==> src/rtl/tag_pool_pkg.sv <==
// Shared types for the tag pool: FSM state encoding and the count-width helper.
package tag_pool_pkg;

   typedef enum logic [1:0] {
      IDLE = 2'd0,
      INIT = 2'd1,
      RUN  = 2'd2
   } state_e;

   // Width needed to hold the values 0..n inclusive.
   function automatic int cnt_width(input int n);
      return $clog2(n + 1);
   endfunction

endpackage

==> src/rtl/tag_pool_if.sv <==
// Tag pool client bus: allocation (tag_out*), release (tag_in*) and status.
interface tag_pool_if
   import tag_pool_pkg::*;
#(
   parameter int TAG_WIDTH = 8,
   parameter int NUM_TAGS  = 64
) ();

   localparam int CW = cnt_width(NUM_TAGS);

   logic [TAG_WIDTH-1:0] tag_out;
   logic                 tag_out_valid;
   logic                 tag_out_rdy;
   logic [TAG_WIDTH-1:0] tag_in;
   logic                 tag_in_valid;
   logic                 tag_almost_empty;
   logic [CW-1:0]        free_count;
   logic                 tag_init_done;
   logic                 tag_err;

   modport slave (
      output tag_out, tag_out_valid, tag_almost_empty, free_count, tag_init_done, tag_err,
      input  tag_out_rdy, tag_in, tag_in_valid
   );

   modport master (
      input  tag_out, tag_out_valid, tag_almost_empty, free_count, tag_init_done, tag_err,
      output tag_out_rdy, tag_in, tag_in_valid
   );

endinterface

==> src/rtl/tag_pool_fifo.sv <==
// Synchronous first-word-fall-through register FIFO holding the free list.
module tag_pool_fifo
   import tag_pool_pkg::*;
#(
   parameter int WIDTH = 8,
   parameter int DEPTH = 64
) (
   input  logic                          clk,
   input  logic                          rst_n,
   input  logic                          push_i,
   input  logic [WIDTH-1:0]              din_i,
   input  logic                          pop_i,
   output logic [WIDTH-1:0]              dout_o,
   output logic                          empty_o,
   output logic [cnt_width(DEPTH)-1:0]   count_o
);

   localparam int CW = cnt_width(DEPTH);
   localparam int PW = (DEPTH > 1) ? $clog2(DEPTH) : 1;

   logic [WIDTH-1:0] mem_q [DEPTH];
   logic [PW-1:0]    rd_ptr_q, rd_ptr_d;
   logic [PW-1:0]    wr_ptr_q, wr_ptr_d;
   logic [CW-1:0]    count_q, count_d;
   logic             do_push, do_pop;

   // Explicit wrap so non-power-of-2 depths stay in range.
   function automatic logic [PW-1:0] ptr_inc(input logic [PW-1:0] p);
      return (p == PW'(DEPTH - 1)) ? '0 : p + 1'b1;
   endfunction

   assign do_push = push_i && (count_q != CW'(DEPTH));
   assign do_pop  = pop_i && (count_q != '0);

   always_comb begin
      rd_ptr_d = do_pop  ? ptr_inc(rd_ptr_q) : rd_ptr_q;
      wr_ptr_d = do_push ? ptr_inc(wr_ptr_q) : wr_ptr_q;
      unique case ({do_push, do_pop})
         2'b10:   count_d = count_q + 1'b1;
         2'b01:   count_d = count_q - 1'b1;
         default: count_d = count_q;
      endcase
   end

   always_ff @(posedge clk or negedge rst_n) begin
      if (!rst_n) begin
         rd_ptr_q <= '0;
         wr_ptr_q <= '0;
         count_q  <= '0;
      end else begin
         rd_ptr_q <= rd_ptr_d;
         wr_ptr_q <= wr_ptr_d;
         count_q  <= count_d;
      end
   end

   always_ff @(posedge clk) begin
      if (do_push) mem_q[wr_ptr_q] <= din_i;
   end

   assign dout_o  = mem_q[rd_ptr_q];
   assign empty_o = (count_q == '0);
   assign count_o = count_q;

endmodule

==> src/rtl/tag_pool.sv <==
// Tag allocator: loads tags 0..NUM_TAGS-1 after reset, then hands them out and takes them back.
// Optional double-free detection via macro TAG_POOL_DOUBLE_FREE_CHECK_EN.
module tag_pool
   import tag_pool_pkg::*;
#(
   parameter int TAG_WIDTH           = 8,
   parameter int NUM_TAGS            = 64,
   parameter int ALMOST_EMPTY_THRESH = 8
) (
   input  logic       clk,
   input  logic       rst_n,
   tag_pool_if.slave  bus
);

   localparam int CW = cnt_width(NUM_TAGS);

   state_e               state_q, state_d;
   logic                 rst_sync_q;
   logic [TAG_WIDTH-1:0] init_cnt_q, init_cnt_d;
   logic                 tag_err_q, tag_err_d;
   logic                 fifo_push, fifo_pop, fifo_empty;
   logic [TAG_WIDTH-1:0] fifo_din, fifo_dout;
   logic [CW-1:0]        fifo_count;
   logic                 out_valid;
   logic                 rel_bad, rel_ok;

`ifdef TAG_POOL_DOUBLE_FREE_CHECK_EN
   logic [NUM_TAGS-1:0]  outst_q, outst_d;
   logic                 rel_owned;

   always_comb begin
      rel_owned = 1'b0;
      for (int unsigned i = 0; i < NUM_TAGS; i++) begin
         if (bus.tag_in == TAG_WIDTH'(i)) rel_owned = outst_q[i];
      end
   end

   always_comb begin
      outst_d = outst_q;
      for (int unsigned i = 0; i < NUM_TAGS; i++) begin
         if (rel_ok && bus.tag_in == TAG_WIDTH'(i))    outst_d[i] = 1'b0;
         if (fifo_pop && fifo_dout == TAG_WIDTH'(i))   outst_d[i] = 1'b1;
      end
   end

   always_ff @(posedge clk or negedge rst_n) begin
      if (!rst_n) outst_q <= '0;
      else        outst_q <= outst_d;
   end
`endif

   always_comb begin
      rel_bad = (state_q != RUN) || (int'(bus.tag_in) >= NUM_TAGS) ||
                (fifo_count == CW'(NUM_TAGS));
`ifdef TAG_POOL_DOUBLE_FREE_CHECK_EN
      if (!rel_owned) rel_bad = 1'b1;
`endif
   end

   assign rel_ok    = bus.tag_in_valid && !rel_bad;
   assign tag_err_d = bus.tag_in_valid && rel_bad;

   // rst_sync_q is the first synchroniser stage; state_q leaving IDLE acts as the second.
   always_comb begin
      state_d    = state_q;
      init_cnt_d = init_cnt_q;
      fifo_push  = 1'b0;
      fifo_din   = bus.tag_in;
      unique case (state_q)
         IDLE: if (rst_sync_q) state_d = INIT;
         INIT: begin
            fifo_push  = 1'b1;
            fifo_din   = init_cnt_q;
            init_cnt_d = init_cnt_q + 1'b1;
            if (init_cnt_q == TAG_WIDTH'(NUM_TAGS - 1)) begin
               state_d    = RUN;
               init_cnt_d = '0;
            end
         end
         RUN:     fifo_push = rel_ok;
         default: state_d = IDLE;
      endcase
   end

   always_ff @(posedge clk or negedge rst_n) begin
      if (!rst_n) begin
         rst_sync_q <= 1'b0;
         state_q    <= IDLE;
         init_cnt_q <= '0;
         tag_err_q  <= 1'b0;
      end else begin
         rst_sync_q <= 1'b1;
         state_q    <= state_d;
         init_cnt_q <= init_cnt_d;
         tag_err_q  <= tag_err_d;
      end
   end

   assign out_valid = (state_q == RUN) && !fifo_empty;
   assign fifo_pop  = out_valid && bus.tag_out_rdy;

   tag_pool_fifo #(
      .WIDTH (TAG_WIDTH),
      .DEPTH (NUM_TAGS)
   ) u_fifo (
      .clk     (clk),
      .rst_n   (rst_n),
      .push_i  (fifo_push),
      .din_i   (fifo_din),
      .pop_i   (fifo_pop),
      .dout_o  (fifo_dout),
      .empty_o (fifo_empty),
      .count_o (fifo_count)
   );

   assign bus.tag_out          = out_valid ? fifo_dout : '0;
   assign bus.tag_out_valid    = out_valid;
   assign bus.free_count       = fifo_count;
   assign bus.tag_almost_empty = (int'(fifo_count) <= ALMOST_EMPTY_THRESH);
   assign bus.tag_init_done    = (state_q == RUN);
   assign bus.tag_err          = tag_err_q;

endmodule

==> src/flat_wrapper.sv <==
// flat-port wrapper written by rule: the top's interface ports become plain ports
module tag_pool_flat import tag_pool_pkg::*;
#(
   parameter int TAG_WIDTH           = 8,
   parameter int NUM_TAGS            = 64,
   parameter int ALMOST_EMPTY_THRESH = 8
)
  (clk, rst_n, bus_tag_out, bus_tag_out_valid, bus_tag_almost_empty, bus_free_count, bus_tag_init_done, bus_tag_err, bus_tag_out_rdy, bus_tag_in, bus_tag_in_valid);
  tag_pool_if #(.TAG_WIDTH(TAG_WIDTH), .NUM_TAGS(NUM_TAGS)) bus_i ();
  input  logic clk;
  input  logic rst_n;
  output wire logic [$bits(bus_i.tag_out)-1:0] bus_tag_out;
  output wire logic [$bits(bus_i.tag_out_valid)-1:0] bus_tag_out_valid;
  output wire logic [$bits(bus_i.tag_almost_empty)-1:0] bus_tag_almost_empty;
  output wire logic [$bits(bus_i.free_count)-1:0] bus_free_count;
  output wire logic [$bits(bus_i.tag_init_done)-1:0] bus_tag_init_done;
  output wire logic [$bits(bus_i.tag_err)-1:0] bus_tag_err;
  input wire logic [$bits(bus_i.tag_out_rdy)-1:0] bus_tag_out_rdy;
  input wire logic [$bits(bus_i.tag_in)-1:0] bus_tag_in;
  input wire logic [$bits(bus_i.tag_in_valid)-1:0] bus_tag_in_valid;
  assign bus_tag_out = bus_i.tag_out;
  assign bus_tag_out_valid = bus_i.tag_out_valid;
  assign bus_tag_almost_empty = bus_i.tag_almost_empty;
  assign bus_free_count = bus_i.free_count;
  assign bus_tag_init_done = bus_i.tag_init_done;
  assign bus_tag_err = bus_i.tag_err;
  assign bus_i.tag_out_rdy = bus_tag_out_rdy;
  assign bus_i.tag_in = bus_tag_in;
  assign bus_i.tag_in_valid = bus_tag_in_valid;
  tag_pool #(.TAG_WIDTH(TAG_WIDTH), .NUM_TAGS(NUM_TAGS), .ALMOST_EMPTY_THRESH(ALMOST_EMPTY_THRESH)) u_core (.clk(clk), .rst_n(rst_n), .bus(bus_i));
endmodule
==> config.mk <==
export PLATFORM = sky130hd
export DESIGN_NAME = tag_pool_flat
export DESIGN_NICKNAME = d
export VERILOG_FILES = /design/src/rtl/tag_pool_pkg.sv /design/src/rtl/tag_pool_if.sv /design/src/rtl/tag_pool_fifo.sv /design/src/rtl/tag_pool.sv /design/src/flat_wrapper.sv
export SDC_FILE = /design/constraint.sdc
export NUM_CORES = 1
export LEC_CHECK = 0
export CELL_PAD_IN_SITES_DETAIL_PLACEMENT = 1
export CELL_PAD_IN_SITES_GLOBAL_PLACEMENT = 1
export CORE_MARGIN = 5
export CORE_UTILIZATION = 51
export DETAILED_ROUTE_END_ITERATION = 10
export DONT_BUFFER_PORTS = 1
export GPL_ROUTABILITY_DRIVEN = 0
export PLACE_DENSITY = 0.78
export SLEW_MARGIN = 10
export SYNTH_ARGS = -nofsm -noshare
export SYNTH_HDL_FRONTEND = slang
export SYNTH_SLANG_ARGS = --single-unit
==> constraint.sdc <==
create_clock -name clk -period 6.2 [get_ports clk]
set_clock_uncertainty 0.05 [all_clocks]
set_input_delay 1.24 -clock clk [delete_from_list [all_inputs] [get_ports clk]]
set_output_delay 1.24 -clock clk [all_outputs]
set_load 0.01 [all_outputs]
== Yosys cells after proc, flatten, opt, wreduce, memory -nomap -nowiden ==
Memories as Yosys holds them, arrays and structs flattened.
Index checks and enable logic that the tools add are counted.
Cells by class
  $add $sub $neg: 5
  multipliers: 0
  div/mod/pow operators: 0
  $lt $le $gt $ge: 2
  equality and inequality tests: 12
  shifts and indexed selects: 0
  mux-type cells: 12
  bitwise operators: 1
  reductions and logical operators: 15
Operators by type and width (count)
  $mux 8: 3
  $pmux 7 s2: 1
  $add 6x1->6 const B: 2
  $eq 6x6->1 const B: 2
  $mux 6: 2
  $add 8x1->8 const B: 1
  $eq 8x6->1 const B: 1
  $ge 8x7->1 const B: 1
  $add 7x1->7 const B: 1
  $eq 7x7->1 const B: 1
  $le 7x4->1 const B: 1
  $logic_not 7->1: 1
  $ne 7x7->1 const B: 1
  $reduce_bool 7->1: 1
  $sub 7x1->7 const B: 1
  $logic_and 1x1->1: 6
  $pmux 2 s3: 1
  $eq 2x1->1 const B: 2
  $eq 2x2->1 const B: 2
  $mux 2: 2
  $ne 2x1->1 const B: 2
  $reduce_and 3->1: 1
  $logic_not 1->1: 2
  $logic_not 2->1: 1
  other kinds (6): 8
Storage, ports and cells
  register bits: 31
  latch bits: 0
  memory bits (writable): 512
  memory bits (read-only): 0
  input port bits: 12
  output and inout bits: 19
  word-level logic and storage cells: 55
  memories: 1
Memories
  u_core.u_fifo.mem_q: words 64, bits a word 8, rd ports 1, clocked after Yosys merged registers in 0, wr ports 1, line tag_pool_fifo.sv:21  | logic [WIDTH-1:0] mem_q [DEPTH];

== Longest topological paths before layout ==
  depth in word-level cells: 9
  gate-level depth with buffers: 14
  mapped depth without buffers: 14

== By module ==
From an unflattened synthesis, not the netlist that was laid out.
Unflattened totals
  cells, all modules: 1111
  area total of the unflattened synthesis: 21839.7 µm²
Modules (own cells, without submodules)
  tag_pool_fifo: times used 1, cells each 1026, area an instance 21026.4 µm², seq. area each 15850.2 µm²
  tag_pool: times used 1, cells each 85, area an instance 813.3 µm², seq. area each 300.3 µm²

== Least setup slack after synthesis ==
OpenSTA, ideal clock, no wires.
  path type: input port to flip-flop
  from: in bus_tag_in[5]
  to: mem u_core.u_fifo.mem_q[0][5], data pin
  setup time: 702 ps
  data arrival time: 3789 ps
  data required time: 5448 ps
  slack: 1660 ps
  stages: 2
  path buffers: 0
  path through: inv_1 -> o21ai_0
On the way
  cells in the longest elaborated chain, start to end: 1
Ends and longest elaborated chain
  from (decl): line flat_wrapper.sv:19  | input wire logic [$bits(bus_i.tag_in)-1:0] bus_tag_in;
  $mux 8: line tag_pool.sv:69  | unique case (state_q)
  via u_core.fifo_din[5]: line tag_pool.sv:22  | logic [TAG_WIDTH-1:0] fifo_din, fifo_dout;
  to (decl): line tag_pool_fifo.sv:21
The timed path passes the listed nets, and every way through them passes these cells.

== Worst setup path after layout ==
  from: reg u_core.u_fifo.rd_ptr_q[0]
  to: out bus_tag_out[7]
On the way
  cells in the longest elaborated chain, start to end: 2
Ends and longest elaborated chain
  from (decl): line tag_pool_fifo.sv:22  | logic [PW-1:0] rd_ptr_q, rd_ptr_d;
  from (signal assigned): line tag_pool_fifo.sv:51  | rd_ptr_q <= rd_ptr_d;
  $mem_v2 64x8
  $mux 8: line tag_pool.sv:116  | assign bus.tag_out = out_valid ? fifo_dout : '0;
  to (decl): line flat_wrapper.sv:12  | output wire logic [$bits(bus_i.tag_out)-1:0] bus_tag_out;
No other way between the ends.

==> flow_metrics.tcl <==
set metrics [dict create \
    drv_cap 0 \
    fin_setup_tns_ns 0 \
    post-dp-hpwl_mm 30.06 \
    p_sw_mw 3.359 \
    rr_startpoint "u_core.state_q[0]$_DFFE_PN0P_" \
    start_util_pct 51.75 \
    area_delta_synth_final_pct 10.74 \
    max_slew_margin_pct 28.52 \
    wl_per_cell_um 29.65 \
    cts_root_buf "clkbuf_16" \
    grt_pass1_wl_mm 76.39 \
    avgSynthCellArea_sq_um 19.53 \
    yosys.area_share.simple_pct 3.968 \
    antenna_found_initial 0 \
    num_rows 75 \
    cts_setup_buffers 0 \
    post-route-util_pct 57.31 \
    ys.warnings.count 0 \
    crit_type "flip-flop to output port" \
    clkTransAtPathRegs_ns 0.06 \
    tightest_slew_ns 1.068 \
    finalNetCount 1153 \
    synth_cell_types 63 \
    p_comb_share_pct 26.3 \
    nFillCells 3577 \
    r2r_cells 14 \
    synth-xor-area-share_pct 0.4428 \
    clockPowerShare_pct 30.3 \
    drt_first_pass_iters 5 \
    crit_family "flip-flops" \
    synth_area_leader_cell "edfxtp_1" \
    worstPathArrival_ns 3.50 \
    drt_iter0_markers 1090 \
    groute.layer.met2.usage_pct 36.55 \
    setup_violations 0 \
    routed_via_density 6.373 \
    dr_total_vias 10910 \
    busiest_layer "met2" \
    drc 0 \
    power_density_nw_per_um2 453.9 \
    ys_ff_latch 543 \
    synth_most_common_cell "edfxtp_1" \
    fin_crit_sh_pct 77.23 \
    core_sq_um 42040 \
    fmax_ghz 0.2088 \
    post_cts_resized 0 \
    ys.flop_type "edfxtp_1" \
    slowest_stage "dfrtp_4" \
    synth_top_family_by_area "multiplexers" \
    stdcell_area_sq_um 24090 \
    cts_tree "done" \
    netlist_top_cells_area "edfxtp_1 (71%), mux4_2 (11%), dfrtp_1 (3.6%)" \
    whs_ns 0.3026 \
    h-tree-depth 2 \
    path_buf_inv 1 \
    synth_common_cells "edfxtp_1 (512), mux4_2 (108), nor2_1 (76), mux2_2 (48), nand2_1 (47)" \
    ant_nets 0 \
    syn_nets 1139 \
    numCtsBuffers 53 \
    synth_adder_area_share_pct 0.7821 \
    synthArstFlopShare_pct 5.709 \
    ys_seq_area_share_pct 74.24 \
    fp.dieW_um 216.5 \
    num_antenna_cells 0 \
    report.final.slew_viol_count 0 \
    drive_above_1_share_pct 22.68 \
    dp_slack_ns 2.015 \
    status "complete, no violations" \
    crit_fanout 47 \
    grt_pass1_vias 11576 \
    critPathMaxStageDelay_ns 0.94 \
    clock_latency_ns 0.58 \
    power_leakage_nw 7.628 \
    r2r-end "u_core.u_fifo.count_o[6]$_DFFE_PN0P_" \
    synth_cells 1114 \
    synth_compound_area_share_pct 4.049 \
    cp_cell_sequence "buf_12, mux4_2, a221oi_1, nand2_1, o21ai_0, o22ai_1" \
    portBuffers 0 \
    setup_ws_ns 1.411 \
    synth_edf_count 512 \
    die-area_sq_um 46890 \
    synthMuxAreaShare_pct 14.76 \
    peakVddDrop_mv 0.3148 \
    reg2reg_slack_ns 2.25 \
    rsz0062_at_grt "false" \
    crit_path_end_kind "output port" \
    synth_top_area_share_pct 70.67 \
    grt_use_total_pct 21.79 \
    met1_usage_pct 30.38 \
    post_dp_cell_area_sq_um 22290 \
    ctsHoldBuffers 0 \
    die_h_um 216.5 \
    syn-cell-area_sq_um 21760 \
    wirelength_mm 50.76 \
    swShare_pct 30.72 \
    seqPwrFrac_pct 43.4 \
    hold_violations 0 \
    startpoint_type "flip-flop" \
    met3_usage_pct 3.684 \
    min_path_type "primary input to async pin" \
    power.internal_mw 7.575 \
    required_ns 4.91 \
    timing.final.crit_period_ns 4.789 \
    clock_sinks 543 \
    num_io_pins 31 \
    grt_max_degree 65 \
    clockBufferDepth 3 \
    grt_overflow_total 0 \
]
-- logic make-up (layout without fill, tap and decap cells) --
| kind of cell | count (synthesis) | count (layout) |
|---|---|---|
| DFF | 543 | 543 |
| and+or+nand+nor | 183 | 183 |
| muxes | 170 | 170 |
| AOI/OAI and AO/OA | 120 | 120 |
| buffers and inverters | 73 | 132 |
| adders and majority gates | 13 | 13 |
| xor gates and xnor gates | 11 | 11 |
| other | 1 | 1 |
-- flip-flops by register name, summed over array words and instances, names as in the netlist --
name,cells
u_core.u_fifo.count_o,7
u_core.u_fifo.mem_q,512
u_core.u_fifo.wr_ptr_q,6
u_core.rst_sync_q,1
u_core.u_fifo.rd_ptr_q,6
u_core.bus.tag_err,1
u_core.init_cnt_q,8
u_core.state_q,2
-- area by class of cell --
class,count,area [sq um],area share (%)
Timing Repair Buffer,16,157.7,0.6544
Clock buffer,73,1484,6.159
Multi-Input combinational cell,498,5246,21.78
Inverter,16,60.06,0.2493
Tap cell,539,674.4,2.799
Sequential cell,543,16160,67.07
Clock inverter,27,311.5,1.293
-- routing by layer --
metal	vias to the layer above	wire [um]
met5	-	0
met1	5859	21130
met4	0	927
met2	382	25760
met3	65	2933
li1	4604	-
-- power by group through the flow --
stage	Sequential (mW)	Clock [mW]	Combinational, mW
6_report	4.75	3.31	2.87
5_1_grt	4.77	3.56	3.06
4_1_cts	4.75	3.36	2.90
3_5_place_dp	4.83	0	2.87
3_3_place_gp	4.82	0	2.77
2_1_floorplan	4.61	0	2.16
-- metrics by stage --
step	total power, mW	std cells
2_1_floorplan	6.769	1114
3_3_place_gp	7.582	1612
3_5_place_dp	7.700	1612
4_1_cts	11.00	1712
5_1_grt	11.40	1712
6_report	10.93	1712
-- worst max-delay path by stage --
stage	start	to	slack (ns)	depth (start not counted)
final	u_core.u_fifo.rd_ptr_q[0]$_DFFE_PN0P_	bus_tag_out[7]	1.41	6
after global routing	u_core.u_fifo.rd_ptr_q[0]$_DFFE_PN0P_	bus_tag_out[6]	1.22	6
after CTS	u_core.u_fifo.rd_ptr_q[0]$_DFFE_PN0P_	bus_tag_out[7]	1.37	6
after detailed placement	u_core.u_fifo.rd_ptr_q[0]$_DFFE_PN0P_	bus_tag_out[6]	2.02	6
after global placement	u_core.u_fifo.rd_ptr_q[0]$_DFFE_PN0P_	bus_tag_out[6]	2.05	6
after floorplan	bus_tag_in[5]	u_core.u_fifo.mem_q[0][5]$_DFFE_PP_	1.66	2
-- cells in the final DEF, fill, tap and decap left out, types with 4 or more instances in the layout --
cell,instances
ha_1,12
o22ai_1,13
nand3b_1,5
a31o_2,5
mux4_1,6
dfrtp_1,29
and3_1,5
buf_4,13
mux2_2,46
mux4_2,108
o21ai_0,13
a21oi_1,13
clkinv_2,6
nor2_1,76
nand2_1,47
o221ai_1,4
inv_1,16
clkbuf_8,4
xnor2_1,9
o31ai_1,7
edfxtp_1,512
clkinv_1,10
mux2i_1,8
a221oi_1,18
clkbuf_1,14
clkbuf_16,55
nor2b_1,4
a22oi_1,26
bufinv_16,7
a21o_1,4
nand3_1,14
Power figures use the tool's default switching activity.
